`src/rtl/alu_bist.sv`:
```
// alu_bist: self-test initiator for the combinational ALU; drives LFSR-random and corner
// vectors for every op, checks ALUResult/zero against a golden model, records failures.
module alu_bist #(
   parameter int               WIDTH      = 32,
   parameter int               NUM_RANDOM = 10,
   parameter logic [WIDTH-1:0] SEED       = 'hACE1_2468,
   parameter logic [WIDTH-1:0] LFSR_TAPS  = 'h8020_0003
) (
   input  logic             clk,
   input  logic             rst_n,
   input  logic             start,
   output logic [WIDTH-1:0] srcA,
   output logic [WIDTH-1:0] srcB,
   output logic [2:0]       ALUControl,
   input  logic [WIDTH-1:0] ALUResult,
   input  logic             zero,
   output logic             busy,
   output logic             done,
   output logic             pass,
   output logic [7:0]       err_count,
   output logic             fail_valid,
   output logic [2:0]       fail_op,
   output logic [7:0]       fail_idx
);
   typedef enum logic [1:0] {S_IDLE, S_APPLY, S_DONE} state_t;

   localparam logic [7:0]       LAST  = 8'(NUM_RANDOM + 24);
   localparam logic [7:0]       NRAND = 8'(NUM_RANDOM);
   localparam logic [WIDTH-1:0] C_MAX = {1'b0, {(WIDTH-1){1'b1}}};
   localparam logic [WIDTH-1:0] C_MIN = {1'b1, {(WIDTH-1){1'b0}}};
   localparam logic [WIDTH-1:0] C_ONE = WIDTH'(1);

   function automatic logic [WIDTH-1:0] f_step(input logic [WIDTH-1:0] s);
      return (s >> 1) ^ (s[0] ? LFSR_TAPS : '0);
   endfunction

   function automatic logic [WIDTH-1:0] f_corner(input logic [2:0] k);
      return k == 3'd0 ? '0 : k == 3'd1 ? '1 : k == 3'd2 ? C_MAX : k == 3'd3 ? C_MIN : C_ONE;
   endfunction

   state_t           r_state, w_next;
   logic [WIDTH-1:0] r_lfsr;
   logic [2:0]       r_op, r_ci, r_cj;
   logic [7:0]       r_idx, r_err, r_fail_idx;
   logic             r_fail_valid;
   logic [2:0]       r_fail_op;

   logic [WIDTH-1:0] w_a1, w_a2, w_va, w_vb, w_exp;
   logic             w_rand, w_last, w_mis, w_apply;

   // Random vectors come straight off two LFSR steps so vector 0 is visible the cycle after start.
   assign w_a1    = f_step(r_lfsr);
   assign w_a2    = f_step(w_a1);
   assign w_rand  = r_idx < NRAND;
   assign w_last  = r_idx == LAST;
   assign w_apply = r_state == S_APPLY;
   assign w_va    = w_rand ? w_a1 : f_corner(r_ci);
   assign w_vb    = w_rand ? w_a2 : f_corner(r_cj);
   assign w_exp   = r_op == 3'd0 ? w_va + w_vb :
                    r_op == 3'd1 ? w_va - w_vb :
                    r_op == 3'd2 ? w_va & w_vb :
                    r_op == 3'd3 ? w_va | w_vb :
                    {{(WIDTH-1){1'b0}}, $signed(w_va) < $signed(w_vb)};
   assign w_mis   = (ALUResult != w_exp) || (zero != (w_exp == '0));

   always_ff @(posedge clk or negedge rst_n)
      if (!rst_n) r_state <= S_IDLE;
      else        r_state <= w_next;

   always_comb begin
      w_next = r_state;
      if (w_apply) w_next = (r_op == 3'd4 && w_last) ? S_DONE : S_APPLY;
      else if (start) w_next = S_APPLY;
   end

   always_comb begin
      busy       = w_apply;
      done       = r_state == S_DONE;
      pass       = r_state == S_DONE && r_err == 8'd0;
      srcA       = w_apply ? w_va : '0;
      srcB       = w_apply ? w_vb : '0;
      ALUControl = w_apply ? r_op : 3'd0;
      err_count  = r_err;
      fail_valid = r_fail_valid;
      fail_op    = r_fail_op;
      fail_idx   = r_fail_idx;
   end

   always_ff @(posedge clk or negedge rst_n) begin
      if (!rst_n) begin
         r_lfsr       <= SEED;
         r_op         <= 3'd0;
         r_idx        <= 8'd0;
         r_ci         <= 3'd0;
         r_cj         <= 3'd0;
         r_err        <= 8'd0;
         r_fail_valid <= 1'b0;
         r_fail_op    <= 3'd0;
         r_fail_idx   <= 8'd0;
      end else if (!w_apply && start) begin
         r_lfsr       <= SEED;
         r_op         <= 3'd0;
         r_idx        <= 8'd0;
         r_ci         <= 3'd0;
         r_cj         <= 3'd0;
         r_err        <= 8'd0;
         r_fail_valid <= 1'b0;
         r_fail_op    <= 3'd0;
         r_fail_idx   <= 8'd0;
      end else if (w_apply) begin
         if (w_rand) r_lfsr <= w_a2;
         else begin
            r_cj <= r_cj == 3'd4 ? 3'd0 : r_cj + 3'd1;
            if (r_cj == 3'd4) r_ci <= r_ci == 3'd4 ? 3'd0 : r_ci + 3'd1;
         end
         r_idx <= w_last ? 8'd0 : r_idx + 8'd1;
         if (w_last) r_op <= r_op + 3'd1;
         if (w_mis) begin
            if (r_err != 8'hFF) r_err <= r_err + 8'd1;
            if (!r_fail_valid) begin
               r_fail_valid <= 1'b1;
               r_fail_op    <= r_op;
               r_fail_idx   <= r_idx;
            end
         end
      end
   end
endmodule

```
`config.mk`:
```
export PLATFORM = sky130hd
export DESIGN_NAME = alu_bist
export DESIGN_NICKNAME = d
export VERILOG_FILES = /design/src/rtl/alu_bist.sv
export SDC_FILE = /design/constraint.sdc
export NUM_CORES = 1
export LEC_CHECK = 0
export CAP_MARGIN = 20
export CELL_PAD_IN_SITES_DETAIL_PLACEMENT = 1
export CELL_PAD_IN_SITES_GLOBAL_PLACEMENT = 1
export CORE_MARGIN = 8
export CORE_UTILIZATION = 40
export CTS_CLUSTER_SIZE = 8
export DETAILED_ROUTE_END_ITERATION = 7
export PLACE_DENSITY_LB_ADDON = 0.1
export SYNTH_ARGS = -nofsm -noshare
export SYNTH_HDL_FRONTEND = slang
export SYNTH_SLANG_ARGS = --single-unit
```
`constraint.sdc`:
```
create_clock -name clk -period 12.72 [get_ports clk]
set_clock_uncertainty 0.05 [all_clocks]
set_input_delay 2.544 -clock clk [delete_from_list [all_inputs] [get_ports clk]]
set_output_delay 2.544 -clock clk [all_outputs]
set_load 0.02 [all_outputs]
```
After elaboration in Yosys (flattened, before gate mapping) --
Index checks and enable logic that the tools add are counted.
Cells by class: equality and inequality tests 20, $lt $le $gt $ge 2, multiplexer cells 55, reduce and logical (&&, ||, !) cells 24, bitwise logic cells 4, $add $sub $neg 7
Operator list (count):
- 32-bit two-way mux | 21
- 8-bit two-way mux | 11
- 31-bit by 32-bit XOR with 32-bit output | 2
- 3-bit two-way mux | 17
- 32-bit adder | 1
- 32-bit AND | 1
- 32-bit logical NOT | 1
- 32-bit less-than comparator | 1
- 32-bit inequality test | 1
- 32-bit bitwise OR | 1
- 32-bit subtractor | 1
- 3-bit by 2-bit equality test with 1-bit output, second input constant | 6
- 8-bit by 1-bit adder with 8-bit output, second input constant | 2
- 2-bit nonzero test | 7
- 3-bit by 1-bit adder with 3-bit output, second input constant | 3
- 3-bit by 1-bit equality test with 1-bit output, second input constant | 3
- 3-bit equality test, second input constant | 3
- 3-bit logical NOT | 3
- 3-bit AND reduction | 3
- 8-bit by 6-bit equality test with 1-bit output, second input constant | 1
- 8-bit logical NOT | 1
- 8-bit by 4-bit less-than comparator with 1-bit output, second input constant | 1
- 8-bit inequality test, second input constant | 1
- 2-bit AND reduction | 4
- other kinds (9) | 16
Storage, ports and cells: word-level logic and storage cells 122, input bits 36, register bits 71

Logic depth before layout (Yosys ltp) --
Gate-level depths: netlist of the first run.
depth after elaboration 17, mapped depth 24, gate-level depth less buffers 23

Least setup slack after synthesis of the first run --
OpenSTA, ideal clock, no wires.
path kind register -> register, start register r_idx[4], end register r_err[7], in the netlist err_count[7], arrival time 5.064 ns, clock period less this slack 5.251 ns, cell stages (with the launch flop) 21, setup slack 7.469 ns, setup time 0.137 ns, cells stage by stage dfrtp_1 nor3_1 nand2_1 nor2_1 nor2_1 clkbuf_1 a21oi_1 ha_1 nand2b_1 a2111oi_4 o21a_4 nand2_4 a2111o_1 a2111o_1 a31oi_2 nand4_1 nor4_2 nand3_1 and4_4 or3_1 mux2i_1
Between the ends: word-level cells in the longest chain between the ends 12
RTL lines:
- from (decl) | line 44 | logic [7:0] r_idx, r_err, r_fail_idx;
- from (signal assigned) | line 116 | r_idx <= w_last ? 8'd0 : r_idx + 8'd1;
- 8-bit by 4-bit less-than comparator with 1-bit output * | line 54 | assign w_rand = r_idx < NRAND;
- 32-bit two-way mux, on equally long branches | line 57, 58
- 32-bit less-than comparator / 32-bit bitwise OR (equally long branches) | line 63, 62
- 32-bit two-way mux | line 62 | r_op == 3'd3 ? w_va | w_vb :
- 32-bit two-way mux | line 61 | r_op == 3'd2 ? w_va & w_vb :
- 32-bit two-way mux | line 60 | r_op == 3'd1 ? w_va - w_vb :
- 32-bit two-way mux * | line 59 | assign w_exp = r_op == 3'd0 ? w_va + w_vb :
- 32-bit logical NOT | line 64 | assign w_mis = (ALUResult != w_exp) || (zero != (w_exp == '0));
- 1-bit inequality test | line 64
- 1-bit logical OR * | line 64
- 2-bit nonzero test (no source line) *
- 3-bit AND reduction (no source line) *
- to (signal assigned) | line 119 | if (r_err != 8'hFF) r_err <= r_err + 8'd1;
- to (decl) | line 44
Mark *: on every way between the ends. The rest lies on a longest branch, timed or not. A chain may end at the register's enable or synchronous reset.

Worst setup path after layout of the first run --
start register r_idx[4], end register r_err[6], in the netlist err_count[6]
The elaborated chain is that of the path after synthesis.

==> flow_summary_export.csv, run 1 <==
group,metric,value,unit
setup_path,worst_ep_required_time,12.90,ns
setup_path,worstRegToRegCells,22,
timing,fin_setup_tns,0,ns
placed_design,gp_congestion,0.983,
cts,cts_max_level,3,
outcome,status,"finished, final reports clean",
routing,wl_per_cell,25.5,um
yosys,synthArstFlopShare,100,%
cells_and_area,antenna_cells,0,
setup_path,ff2ff_setup_slack,5.03,ns
cells_and_area,syn_to_final_growth,15.9,%
setup_path,worst_setup_path_start_kind,"flip-flop",
yosys,seq_area_frac_synth,16.3,%
grt,grt_pass1_vias,13000,
hold_path,whs_path_depth,2,
routing,drt.antenna.violating_nets,0,
timing,maxSlewViolCount,0,
yosys,avgSynthCellArea,6.84,um2
cells_and_area,drive_above_1_share,5.27,%
setup_path,end_kind,"flip-flop",
cells_and_area,fin_nets,1819,
floorplan,start_util,40.8,%
yosys,synth.top_cells.by_area,"dfrtp_1 13%, ha_1 13%, nor2_1 7.9%, nand2_1 5.2%, o21ai_0 5.0%",
cts,cts_tree,"built",
floorplan,dieHeight,182,um
routing,dr.pass1.iters,5,
hold_path,min_from,"r_lfsr[29]",
grt,grt_first_pass_wirelength,78500,um
setup_path,crit_type,"reg2reg",
placed_design,hpwl,40400,um
yosys,synth-edff-count,0,
cts,cts_setup_buffers,0,
yosys,synth-main-ff-cell,"dfrtp_1",
cells_and_area,seq_area,0.00179,mm2
timing,fin_crit_sh,60.5,%
timing,rsz0062_at_grt,"no",
grt,grt.total_usage,30.1,%
job,maxCapViolCount,0,
yosys,netlist_area,0.0110,mm2
placed_design,dpl.cell_count,1995,
timing,relSlewSlack,29.1,%
floorplan,floorplan.rows,60,
cts,cts_resized,0,
cells_and_area,multiInputGateArea,0.00842,mm2
cts,clkSinkCount,71,
yosys,synth_top_cell_area_share,13.2,%
hold_path,min_to,"r_lfsr[29]",
timing,worst_slack,5.03,ns
floorplan,dieArea,0.0331,mm2
timing,worst_pin_slew,1.05,ns
cells_and_area,stdcell_count,2012,
routing,drc,0,
yosys,netlist_instances,1612,
yosys,yosys.area.top_type,"dfrtp_1",
cts,postCtsHoldBufs,0,
timing,finalCriticalPeriod,7.69,ns
routing,wl,51400,um
timing,setup_violations,0,
cts,insertion_delay,0.34,ns
yosys,yosysWarnings,0,
hold_path,min-delay-path-class,"reg2reg",
grt,grt_max_degree,72,
placed_design,place_ws,4.94,ns
routing,drt-initial-drc-count,1226,
setup_path,reg2reg_from,"r_idx[4]",
routing,route.vias.total,12900,
setup_path,r2r-end,"err_count[6]",
placed_design,port_buffers,125,
cts,clkTransAtPathRegs,0.07,ns
floorplan,core-area,0.0270,mm2
grt,grt_overflow,0,
timing,fmax,130,MHz
setup_path,critPathMaxFanout,31,
floorplan,ioPinCount,126,
yosys,syn_nets,1765,
floorplan,die_width,182,um
cells_and_area,fill_cells,3452,
yosys,yosys_register_bits,71,
yosys,post_synth_num_cell_types,92,
cts,root_buffer,"clkbuf_16",
timing,hold_viol_final,0,
cts,clockBufferDepth,2,
routing,vias_per_cell,6.42,
cts,cts_buffers,9,
setup_path,arrival,7.87,ns
grt,antenna_found_initial,0,
-- worst max-delay path by stage --
stage,start,end,slack [ns],depth (start not counted)
2_1_floorplan,r_idx[4],err_count[7],7.47,20
3_3_place_gp,r_idx[4],err_count[6],5.06,21
3_5_place_dp,r_idx[4],err_count[6],4.94,21
4_1_cts,r_idx[4],err_count[6],4.87,21
5_1_grt,r_idx[4],err_count[2],4.72,22
6_report,r_idx[4],err_count[6],5.03,22
-- cells in the final DEF, fill, tap and decap left out, types with 8 or more instances in the layout --
cell             netlist  routed
or2_2                  8       8
o221ai_1               9       9
clkbuf_16              0       9
inv_1                120     120
a21oi_1              109     109
ha_1                 115     115
nor4_1                23      23
nand2_1              154     153
nor2_1               232     230
a21o_1                14      14
o311ai_0              10      10
nor2b_1               25      22
xor2_1                11      11
and2_1                 8       8
and3_1                 8       8
nand2b_1              18      18
dfstp_2               13      13
clkdlybuf4s50_1        0     124
xnor2_1               38      38
nand3_1               48      48
mux2i_1               14      14
o31ai_1               17      17
nor3_1                79      78
dfrtp_1               58      58
o22ai_1               11      11
nand4_1               21      21
a211oi_1              23      23
or3_1                  8       8
o21ai_0              110     110
a31oi_1               13      13
buf_4                  2      18
o211ai_1              23      23
o21a_1                15      15
-- sequential cells by signal, indices dropped and copies added (netlist names) --
register    count
r_lfsr         32
err_count       8
fail_idx        8
r_idx           8
fail_op         3
r_ci            3
r_cj            3
r_op            3
r_state         2
fail_valid      1
-- critical path: stages (launching register included) --
cell and delay, ns:
dfrtp_1 0.43, nor3_1 0.31, nand2_1 0.09, buf_4 0.25
nor2_1 0.28, buf_4 0.27, nor2_2 0.06, buf_4 0.27
nor2_1 0.26, ha_1 0.66, nand4_1 0.51, nor4_1 0.86
nand3_1 0.31, nand2_1 0.28, mux2_2 0.37, o2111ai_1 0.29
xnor2_1 0.21, o221ai_1 0.17, nor4_1 0.27, and4_1 0.26
nand4_2 0.53, a31o_1 0.43, o211a_1 0.12
-- area by class of cell --
cell class / instances / area share (%)
clock inverters: 7 / 0.617
flip-flops and latches: 71 / 14.0
clock buffers: 9 / 1.76
well taps: 341 / 3.34
inverters: 120 / 3.53
multi-input cells: 1321 / 65.9
repair buffers: 143 / 10.8
-- synthesized netlist by cell type, types with 9 or more instances --
library cell	count
nor2b_1	25
o211ai_1	23
a21oi_1	109
clkbuf_1	84
nand3_1	48
o311ai_0	10
xor2_1	11
a31oi_1	13
nor2_1	232
a211oi_1	23
nand4_1	21
mux2i_1	14
nand2_1	154
o21ai_0	110
o21a_1	15
o31ai_1	17
nand2b_1	18
o22ai_1	11
inv_1	120
nor3_1	79
o221ai_1	9
ha_1	115
nor4_1	23
xnor2_1	38
dfstp_2	13
dfrtp_1	58
a21o_1	14
-- metrics by stage --
stage	instance area (um2)	utilization, %	hold WS (ns)
floorplan	11000	-	0.421
global placement	12500	46.1	0.432
global route	12800	47.3	0.476
detailed placement	12500	46.1	0.450
CTS	12800	47.2	0.461
finish	12800	47.3	0.455
-- cell families (layout without fill, tap and decap cells) --
family	count (synthesis)	count (layout)	share of synthesized area [%]
fa+ha+maj	117	117	13.4
simple gates	673	673	28.9
mux	17	17	1.58
buf+inv	220	279	7.63
xor+xnor	49	49	3.89
compound gates	465	465	28.3
flops	71	71	16.3
-- routing by layer --
metal / routed length, um / share of wire [%] / up-vias / track usage (%)
li1: - / - / 5868 / -
met4: 1560 / 3.0 / 0 / 9.54
met2: 23700 / 46 / 521 / 49.8
met5: 0 / 0 / - / 0
met1: 22700 / 44 / 6428 / 40.1
met3: 3420 / 6.6 / 96 / 3.55
Power of run 1 is not shown: default switching activity piles up to over one toggle a cycle in this logic, so the estimate is an artifact.
==> run 2, diff against run 1 <==
CORE_UTILIZATION = 38   (was 40)
clock period = 6.2 ns   (was 12.72 ns; I/O delays follow)
==> run 2 against run 1 <==
  * Hold slack worse by 0.0043 ns
  * First-iteration DRC count decreased by 16%
  * Via count increased by 0.98%
  * Setup slack worse by 4.8 ns
  * Final cell count up 5.8%
  * Wire length increased by 3.9%
  * Global-route usage fell by 0.76 points
  * Critical path depth fell by 1
  * Non-clock buffer count up 73
  * Sequential share of layout area fell by 0.84 points
  * Maximum frequency up 28%
  * Highest routed layer unchanged
==> flow_summary_export.csv, run 2 (synthesis gave the netlist of run 1 again) <==
group,metric,value,unit
floorplan,dieArea,0.0347,mm2
grt,grt_first_pass_wirelength,80400,um
routing,wl_per_cell,25.1,um
placed_design,hpwl,43100,um
timing,worst_slack,0.208,ns
cts,cts_tree,"built",
routing,wl,53400,um
floorplan,core-area,0.0286,mm2
floorplan,die_width,186,um
routing,vias_per_cell,6.13,
cts,cts_buffers,9,
setup_path,end_kind,"flip-flop",
cells_and_area,top_register,"r_lfsr",
grt,grt_overflow,0,
cells_and_area,seq_area,0.00179,mm2
timing,hold_viol_final,0,
routing,drt.antenna.violating_nets,0,
timing,fmax,167,MHz
floorplan,start_util,38.5,%
hold_path,min-delay-path-class,"reg2reg",
cells_and_area,syn_to_final_growth,23.3,%
routing,drc,0,
cts,postCtsHoldBufs,0,
setup_path,critPathMaxFanout,30,
placed_design,place_ws,-0.192,ns
setup_path,arrival,6.16,ns
job,maxCapViolCount,0,
timing,worst_pin_slew,0.996,ns
cts,root_buffer,"clkbuf_16",
outcome,status,"finished, final reports clean",
floorplan,ioPinCount,126,
cells_and_area,final_cell_mix,"229 x nor2_1, 153 x nand2_1, 124 x clkdlybuf4s50_1",
floorplan,floorplan.rows,62,
floorplan,dieHeight,186,um
setup_path,worst_ep_required_time,6.37,ns
routing,route.vias.total,13000,
cells_and_area,largest_reg_flops,32,
cts,cts_max_level,3,
cells_and_area,drive_above_1_share,10.8,%
timing,relSlewSlack,33.6,%
timing,maxSlewViolCount,0,
grt,grt_pass1_vias,13100,
cells_and_area,fin_nets,1892,
setup_path,worst_setup_path_start_kind,"flip-flop",
timing,finalCriticalPeriod,5.99,ns
placed_design,port_buffers,125,
routing,dr.pass1.iters,5,
cts,clkSinkCount,71,
placed_design,dpl.cell_count,2110,
timing,fin_crit_sh,96.6,%
cts,clockBufferDepth,2,
grt,antenna_found_initial,0,
cells_and_area,stdcell_count,2128,
cells_and_area,fill_cells,3632,
cells_and_area,multiInputGateArea,0.00860,mm2
cts,clkTransAtPathRegs,0.06,ns
cts,insertion_delay,0.34,ns
cells_and_area,final_common_cell,"nor2_1",
cells_and_area,final_util,47.5,%
routing,drt-initial-drc-count,1031,
placed_design,gp_congestion,1.03,
grt,grt_max_degree,72,
cells_and_area,antenna_cells,0,
timing,setup_violations,0,
timing,rsz0062_at_grt,"no",
setup_path,crit_type,"reg2reg",
grt,grt.total_usage,29.3,%
[run 2: changes by cell type in the layout (fill, tap and decap cells not counted), moves of 3 or more]
cell,before,now
a2111oi_0,6,1
a2111oi_1,0,3
a21oi_1,109,103
a21oi_2,0,6
buf_12,0,3
buf_4,18,87
ha_1,115,112
ha_2,0,3
nor4_1,23,19
o21ai_0,110,107
[run 2: worst paths after layout]
kind	start	endpoint	slack (ns)	cells past startpoint
max in group asynchronous	rst_n	r_lfsr[2]	4.40	2
hold / removal	r_lfsr[22]	r_lfsr[22]	0.45	2
setup reg to reg	r_idx[6]	err_count[7]	0.21	21
min in group asynchronous	rst_n	fail_idx[2]	1.07	2
hold reg to reg	r_lfsr[22]	r_lfsr[22]	0.45	2
setup / recovery	r_idx[6]	err_count[7]	0.21	21
[run 2: final cells by class]
type	count	share of cell area, %
Multi-Input combinational cell	1321	63.3
Timing Repair Buffer	216	14.5
Sequential cell	71	13.2
Tap cell	384	3.54
Inverter	120	3.31
Clock buffer	10	1.69
Clock inverter	6	0.506
[run 2: through the flow]
step	hold WS [ns]	TNS [ns]	cell area, um2
detailed placement	0.440	-1.77	13100
CTS	0.453	0	13400
global placement	0.431	-0.139	13100
global route	0.463	0	13600
finish	0.451	0	13600
floorplan	0.421	0	11000
[run 2: repair_timing]
action,4_1_cts,5_1_grt
setup buffers,0,1
resized for setup,5,38
endpoints found under the setup margin,20,20
hold endpoints to repair,0,0
pin swaps,0,2
[run 2: per-layer routing]
layer / routed length, um / GRT usage [%]
met1: 23400 / 38.2
met2: 24600 / 48.1
met3: 3240 / 3.90
met4: 2130 / 12.0
met5: 0 / 0
[run 2: worst max-delay path: stages (launching register included)]
cell and delay (ns):
dfrtp_1 0.45, nor3_1 0.20, nand2_1 0.13, nor2_2 0.21, buf_4 0.21, nor2_2 0.06
buf_12 0.17, a21oi_1 0.23, ha_1 0.43, a21oi_1 0.41, o211ai_1 0.23, a21o_1 0.27
or2_2 0.29, nor3_1 0.35, nor2_1 0.10, o21ai_0 0.47, nand4_1 0.27, nor4_4 0.39
nand3_1 0.17, and4_4 0.25, or3_1 0.38, mux2i_1 0.13
Power of run 2 is left out for the same reason.
